[config.mk]
export PLATFORM = sky130hd
export DESIGN_NAME = scaler_interp_core
export DESIGN_NICKNAME = d
export VERILOG_FILES = /design/src/rtl/scaler_interp_core.sv
export SDC_FILE = /design/constraint.sdc
export NUM_CORES = 2
export LEC_CHECK = 0
export CAP_MARGIN = 20
export CORE_ASPECT_RATIO = 1.75
export CORE_MARGIN = 1.5
export CORE_UTILIZATION = 55
export DETAILED_ROUTE_END_ITERATION = 10
export GPL_TIMING_DRIVEN = 0
export PLACE_DENSITY = 0.83
export SLEW_MARGIN = 20
export SYNTH_ARGS = -nofsm -noshare
export SYNTH_HDL_FRONTEND = slang
export SYNTH_SLANG_ARGS = --single-unit
[constraint.sdc]
create_clock -name clk -period 17.2 [get_ports clk]
set_input_delay 3.44 -clock clk [delete_from_list [all_inputs] [get_ports clk]]
set_output_delay 3.44 -clock clk [all_outputs]
set_load 0.01 [all_outputs]
[src/rtl/scaler_interp_core.sv]
// scaler_interp_core: three-stage bilinear / nearest-neighbour interpolator.
// Four neighbouring source pixels plus u/v fractions in, one pixel out per
// accepted beat. A single global stall (adv) freezes every stage at once.
module scaler_interp_core #(
  parameter int CH_NUM     = 3,
  parameter int CH_WIDTH   = 8,
  parameter int FRAC_WIDTH = 6
) (
  input  logic                         clk,
  input  logic                         rst,
  input  logic                         mode,
  input  logic                         in_valid,
  output logic                         in_ready,
  input  logic [CH_NUM*CH_WIDTH-1:0]   p00,
  input  logic [CH_NUM*CH_WIDTH-1:0]   p01,
  input  logic [CH_NUM*CH_WIDTH-1:0]   p10,
  input  logic [CH_NUM*CH_WIDTH-1:0]   p11,
  input  logic [FRAC_WIDTH-1:0]        u_frac,
  input  logic [FRAC_WIDTH-1:0]        v_frac,
  input  logic                         x_edge,
  input  logic                         y_edge,
  input  logic                         in_sol,
  input  logic                         in_eol,
  input  logic                         in_sof,
  output logic                         out_valid,
  input  logic                         out_ready,
  output logic [CH_NUM*CH_WIDTH-1:0]   dout,
  output logic                         out_sol,
  output logic                         out_eol,
  output logic                         out_sof,
  output logic [15:0]                  pix_cnt
);

  localparam int PIX_W = CH_NUM * CH_WIDTH;
  localparam int W_W   = 2 * FRAC_WIDTH + 2;  // weight width
  localparam int M_W   = W_W + CH_WIDTH;      // product width
  localparam int S_W   = M_W + 2;             // sum of four products

  localparam logic [FRAC_WIDTH:0] ONE   = {1'b1, {FRAC_WIDTH{1'b0}}};
  localparam logic [W_W-1:0]      W_ONE = W_W'(1) << (2 * FRAC_WIDTH);
  localparam logic [S_W-1:0]      HALF  = S_W'(1) << (2 * FRAC_WIDTH - 1);
  // r > 2^CH_WIDTH-1 is the same as s >= 2^(CH_WIDTH+2F)
  localparam logic [S_W-1:0]      SAT   = S_W'(1) << (2 * FRAC_WIDTH + CH_WIDTH);

  // Index order for the four neighbours: {v, u} -> 0:p00 1:p01 2:p10 3:p11
  logic                          adv;
  logic [3:0][PIX_W-1:0]         ePix;
  logic [FRAC_WIDTH:0]           aW, bW;
  logic [3:0][W_W-1:0]           wNext;

  logic                          s1Valid;
  logic [3:0][W_W-1:0]           s1W;
  logic [3:0][PIX_W-1:0]         s1Pix;
  logic [2:0]                    s1Sb;

  logic [3:0][CH_NUM-1:0][M_W-1:0] mNext;
  logic                          s2Valid;
  logic [3:0][CH_NUM-1:0][M_W-1:0] s2M;
  logic [2:0]                    s2Sb;

  logic [S_W-1:0]                sAcc;
  logic [PIX_W-1:0]              rNext;

  assign adv      = !out_valid || out_ready;
  assign in_ready = adv;

  // Edge replication of missing right column / bottom row
  always_comb begin
    ePix[0] = p00;
    ePix[1] = p01;
    ePix[2] = p10;
    ePix[3] = p11;
    if (x_edge) begin
      ePix[1] = p00;
      ePix[3] = p10;
    end
    if (y_edge) begin
      ePix[2] = p00;
      ePix[3] = x_edge ? p00 : p01;
    end
  end

  // Exact weights (sum = 2^2F), or one-hot for nearest mode
  always_comb begin
    aW    = ONE - {1'b0, u_frac};
    bW    = ONE - {1'b0, v_frac};
    wNext = '0;
    if (mode) begin
      wNext[{v_frac[FRAC_WIDTH-1], u_frac[FRAC_WIDTH-1]}] = W_ONE;
    end else begin
      wNext[0] = W_W'(aW)     * W_W'(bW);
      wNext[1] = W_W'(u_frac) * W_W'(bW);
      wNext[2] = W_W'(aW)     * W_W'(v_frac);
      wNext[3] = W_W'(u_frac) * W_W'(v_frac);
    end
  end

  // Stage 1 register: weights, substituted pixels, sideband
  always_ff @(posedge clk) begin
    if (rst) begin
      s1Valid <= 1'b0;
      s1W     <= '0;
      s1Pix   <= '0;
      s1Sb    <= '0;
    end else if (adv) begin
      s1Valid <= in_valid;
      s1W     <= wNext;
      s1Pix   <= ePix;
      s1Sb    <= {in_sof, in_eol, in_sol};
    end
  end

  // Per-channel weight x pixel products
  always_comb begin
    for (int unsigned i = 0; i < 4; i++) begin
      for (int unsigned c = 0; c < CH_NUM; c++) begin
        mNext[i][c] = M_W'(s1W[i]) * M_W'(s1Pix[i][c*CH_WIDTH +: CH_WIDTH]);
      end
    end
  end

  // Stage 2 register: products
  always_ff @(posedge clk) begin
    if (rst) begin
      s2Valid <= 1'b0;
      s2M     <= '0;
      s2Sb    <= '0;
    end else if (adv) begin
      s2Valid <= s1Valid;
      s2M     <= mNext;
      s2Sb    <= s1Sb;
    end
  end

  // Sum, round half-up, drop 2F fraction bits, clamp
  always_comb begin
    rNext = '0;
    sAcc  = '0;
    for (int unsigned c = 0; c < CH_NUM; c++) begin
      sAcc = HALF + S_W'(s2M[0][c]) + S_W'(s2M[1][c])
                  + S_W'(s2M[2][c]) + S_W'(s2M[3][c]);
      rNext[c*CH_WIDTH +: CH_WIDTH] = (sAcc >= SAT) ? {CH_WIDTH{1'b1}}
                                                    : sAcc[2*FRAC_WIDTH +: CH_WIDTH];
    end
  end

  // Stage 3 register: output pixel and sideband, held while stalled
  always_ff @(posedge clk) begin
    if (rst) begin
      out_valid <= 1'b0;
      dout      <= '0;
      out_sol   <= 1'b0;
      out_eol   <= 1'b0;
      out_sof   <= 1'b0;
    end else if (adv) begin
      out_valid <= s2Valid;
      dout      <= rNext;
      out_sol   <= s2Sb[0];
      out_eol   <= s2Sb[1];
      out_sof   <= s2Sb[2];
    end
  end

  // Delivered-pixel counter, restarts at 1 on a start-of-frame beat
  always_ff @(posedge clk) begin
    if (rst) begin
      pix_cnt <= '0;
    end else if (out_valid && out_ready) begin
      if (out_sof)
        pix_cnt <= 16'd1;
      else if (pix_cnt != 16'hFFFF)
        pix_cnt <= pix_cnt + 16'd1;
    end
  end

endmodule

Yosys cells after proc, flatten, opt, wreduce, memory -nomap -nowiden
Index checks and enable logic that the tools add are counted.

storage, ports and cells
  flip-flop bits (word level) = 468
  bits of input ports = 118
  output and inout bits = 45
  logic and storage cells = 84

cells by class
  $add $sub $neg = 15
  multipliers = 16
  order comparisons = 5
  equality and inequality tests = 1
  multiplexer cells = 11
  reduce and logical (&&, ||, !) cells = 6

operator list
  kind                    count
  $mul 14x8->22           12
  $add 24x22->24          6
  $add 23x22->24          3
  $ge 24x21->1 const B    3
  $add 12x22->23 const A  3
  $mux 55                 1
  $mux 24                 2
  $mux 48                 1
  $mux 16                 2
  $demux 14 s2            1
  $mux 8                  3
  $add 16x1->16 const B   1
  $ne 16x16->1 const B    1
  $mul 7x7->14            1
  $mux 14                 1
  $sub 7x6->7 const A     2
  $mul 6x7->13            1
  $mul 7x6->13            1
  $mul 6x6->12            1
  $lt 2x3->1 const B      1
  $ge 2x1->1 const B      1
  $logic_and 1x1->1       2
  $reduce_and 2->1        1
  $reduce_bool 2->1       1
  other kinds (2)         2

Longest topological paths before layout
  word-level depth = 6
  depth in mapped cells = 23
  depth with buffers taken out = 21

Worst setup path before layout
No wires, ideal clock.

  path type = input -> register
  start = in v_frac[1]
  end = reg s1W[10] (netlist bit)
  setup time = 0.117 ns
  arrival time = 8.037 ns
  required time = 17.083 ns
  setup slack = 9.047 ns
  cell stages on the path = 22
  path buffers = 2
  cell sequence = clkbuf_1 > inv_1 > ha_1 > nand2_1 > xor2_1 > clkbuf_1 > nand2_1 > fa_1 > fa_1 > inv_1 > fa_1 > inv_1 > fa_1 > inv_1 > ha_1 > a21boi_0 > o21ai_0 > a21oi_1 > o21ai_0 > nor2b_1 > xnor2_1 > a22o_1

on the way
  cells in the longest elaborated chain, start to end = 3

RTL lines
  element               RTL line  source
  start, declared       19        input logic [FRAC_WIDTH-1:0] v_frac,
  $sub 7x6->7           86        bW = ONE - {1'b0, v_frac};
  $mul 7x7->14          91        wNext[0] = W_W'(aW) * W_W'(bW);
  $mux 55               88        if (mode) begin
  end signal, assigned  107       s1W <= wNext;
  end, declared         52        logic [3:0][W_W-1:0] s1W;

Every way passes these cells.
A chain may end at the register's enable or synchronous reset.

Final worst setup path
  start = in out_ready
  end = out in_ready

on the way
  cells in the longest elaborated chain, start to end = 1

RTL lines
  element           RTL line  source
  start, declared   26        input logic out_ready,
  $logic_or 1x1->1  64        assign adv = !out_valid || out_ready;
  end, declared     13        output logic in_ready,

Every way passes these cells.

==> flow_summary.json <==
{
  "hold_viol_final": 0,
  "post_cts_buffers": 0,
  "p_leak_nw": 37.08,
  "slew_headroom": 0.1289,
  "dp_cells": 9744,
  "viasPerCell": 5.972,
  "avgRoutedWirePerCell_microns": 27.43,
  "dp.final_hpwl_mm": 226.8,
  "yosysMostFrequentCell": "inv_1",
  "grt_pass1_vias": 60515,
  "worst_skew_pair.late_latency_ns": 0.67,
  "nFillCells": 10909,
  "hold_class": "reg -> reg",
  "gp_congestion": 1.093,
  "grt_max_degree": 15,
  "grt_overflow": 0,
  "status": "finished, final reports clean",
  "drtIter0Drc": 5204,
  "fin_nets": 10067,
  "synth_seq_area_share": 0.1359,
  "ios": 163,
  "p_clk_frac": 0.212,
  "antenna_found_initial": 18,
  "cts_hold_buf": 0,
  "cts_sinks": 462,
  "drv_slew": 0,
  "vias": 58894,
  "die-height_microns": 468.4,
  "seqPwrFrac": 0.249,
  "initial_core_util": 0.5546,
  "synth_area_leaders": "fa_1, ha_1, dfxtp_1",
  "r2r-end": "s2M[21]$_SDFFE_PP0P_",
  "final_cell_count_no_fill": 9862,
  "routed_wl_mm": 270.5,
  "rows": 170,
  "yosysTopAreaCell": "fa_1",
  "tightest_slew_ns": 1.307,
  "power.density_nw_per_um2": 81.32,
  "root_buffer": "clkbuf_16",
  "die_area_sq_um": 126000,
  "grt_pass1_wl_mm": 390.6,
  "syn_avg_cell_area_sq_um": 8.570,
  "synth-async-reset-ratio": 0,
  "syn_nets": 9846,
  "synth_edf_count": 0,
  "yosysWarnings": 0,
  "drc": 0,
  "setup.worst_path.end_class": "output port",
  "r2r_slack_ns": 10.02,
  "grt_usage": 0.4357,
  "synthCells": 7943,
  "area_growth_syn_to_layout_pct": 8.649,
  "pwr-share-comb": 0.539,
  "startpoint_type": "primary input",
  "ys_top_cells_by_count": "inv_1, fa_1, nand2_1, and2_1, ha_1",
  "synth.cell_area_sq_um": 68070,
  "fmax_mhz": 96.86,
  "finalSetupViolations": 0,
  "min_path_cells": 2,
  "switchingPower_w": 0.002857,
  "worstHoldEndpoint": "s2M[17]$_SDFFE_PP0P_",
  "critical_path_class": "in -> out",
  "grt_setup_unrepaired": "no",
  "hold_path_startpoint": "s2M[17]$_SDFFE_PP0P_",
  "final_layout_size_suffix_gt1_frac": 0.02437,
  "path_max_fanout": 10,
  "swShare": 0.4751,
  "clock_skew_ns": 0.03040,
  "tritoncts": "yes",
  "core_area_sq_um": 122700,
  "portBuffers": 156,
  "peakVddDrop_mv": 0.07592,
  "cp.arrival_ns": 6.88,
  "ctsResizeCount": 0,
  "cap_violations": 0,
  "r2r-start": "s1W[0]$_SDFFE_PP0P_",
  "synth.top_cell.area_share": 0.3015,
  "h-tree-depth": 2,
  "synthFlopType": "dfxtp_1",
  "fin_crit_sh": 0.6002,
  "die_w_microns": 268.9,
  "rr_worst_depth": 19,
  "antenna_left": 0,
  "cp.required_ns": 13.76,
  "ys_types": 79,
  "path_clk_slew_ns": 0.06,
  "first_pass_iters": 7,
  "fin_crit_ns": 10.32,
  "cts_made_buffers": 52,
  "clk_path_buf_depth": 3,
  "synth-seq-cells": 462,
  "p_int_w": 0.003157,
  "tns_ns": 0
}
-- placed cells by master (no fill, tap or decap), drive strengths merged, types with 13 or more instances in the layout --
master | synthesis | layout
a211oi | 137 | 137
a21o | 84 | 84
a21oi | 425 | 425
a22oi | 17 | 17
a311oi | 22 | 22
a31oi | 46 | 46
and2 | 881 | 881
and3 | 39 | 39
buf | 24 | 35
clkbuf | 360 | 425
clkdlybuf4s50 | 0 | 156
dfxtp | 462 | 462
diode | 0 | 22
fa | 1025 | 1025
ha | 760 | 760
inv | 1317 | 1326
mux2i | 54 | 54
nand2 | 1013 | 1013
nand2b | 26 | 26
nand3 | 73 | 73
nand3b | 23 | 23
nand4 | 13 | 13
nor2 | 308 | 308
nor2b | 74 | 74
nor3 | 66 | 66
o21a | 44 | 44
o21ai | 182 | 182
o21bai | 34 | 34
o31ai | 21 | 21
or2 | 15 | 15
or3 | 43 | 43
xnor2 | 133 | 133
xor2 | 79 | 79
-- stage by stage --
stage            util  cell area [sq um]  worst slack (ns)  power, W  hold slack (ns)
2_1_floorplan       -              68070             9.047  0.003414           0.4250
3_3_place_gp   0.5840              71670             6.411  0.004580           0.4389
3_5_place_dp   0.5865              71990             6.993  0.004642           0.4452
4_1_cts        0.6019              73880             7.028  0.005919           0.4537
5_1_grt        0.6021              73900             6.987  0.006333           0.4740
6_report       0.6026              73950             6.876  0.006014           0.4523
-- how the worst max path moves through the flow --
stage | start | cells after the start | endpoint
floorplan | v_frac[1] | 22 | s1W[10]$_SDFFE_PP0P_
global placement | out_ready | 7 | in_ready
detailed placement | v_frac[1] | 23 | s1W[12]$_SDFFE_PP0P_
CTS | out_ready | 7 | in_ready
global route | out_ready | 7 | in_ready
finish | out_ready | 7 | in_ready
-- power by group through the flow --
stage               clock, W  combinational [W]  sequential [W]
floorplan                  0            0.00208         0.00134
global placement           0            0.00309         0.00150
detailed placement         0            0.00314         0.00150
CTS                  0.00127            0.00318         0.00148
global route         0.00131            0.00354         0.00149
finish               0.00127            0.00324         0.00150
-- critical path: stages --
cell and delay [ns]:
clkdlybuf4s50_1 0.48, nor2b_1 0.05, clkbuf_2 0.45, inv_2 0.62, clkbuf_2 0.65, clkbuf_1 0.51, clkdlybuf4s50_1 0.65
-- final cells by class --
class                      instances  area (sq um)  share of cell area
multi-input combinational       5778         52490              0.7098
sequential                       462          9249              0.1251
inverter                        1317          4943             0.06684
tap                             1634          2044             0.02764
timing repair buffer             167          1775             0.02401
buffer                           386          1504             0.02034
clock buffer                      65          1483             0.02005
clock inverter                    31         409.1            0.005532
antenna                           22         55.05           0.0007444
-- routing by layer --
metal | up-vias | global-route usage | part of all wire
li1 | 25466 | - | -
met1 | 29034 | 0.4711 | 0.33
met2 | 3220 | 0.6916 | 0.45
met3 | 1166 | 0.09656 | 0.092
met4 | 8 | 0.4363 | 0.13
met5 | - | 0 | 0.00018
-- state kept, by name, indices dropped and copies added, names as in the netlist --
name / count
out_valid: 1
s1Sb: 3
s2Sb: 3
out_eol: 1
s2Valid: 1
s1Pix: 96
out_sof: 1
s1Valid: 1
pix_cnt: 16
out_sol: 1
s1W: 50
s2M: 264
dout: 24
-- cells by family after synthesis --
logic type | count (synthesis) | synth area share
adder cells (fa/ha/maj) | 1785 | 0.4412
AO/OA/AOI/OAI | 1113 | 0.1028
flip-flops | 462 | 0.1359
AND/OR/NAND/NOR | 2614 | 0.1908
multiplexers | 54 | 0.007996
buffers and inverters | 1703 | 0.09417
XOR/XNOR | 212 | 0.02728
Note: power is estimated with default switching activity, not from simulation.
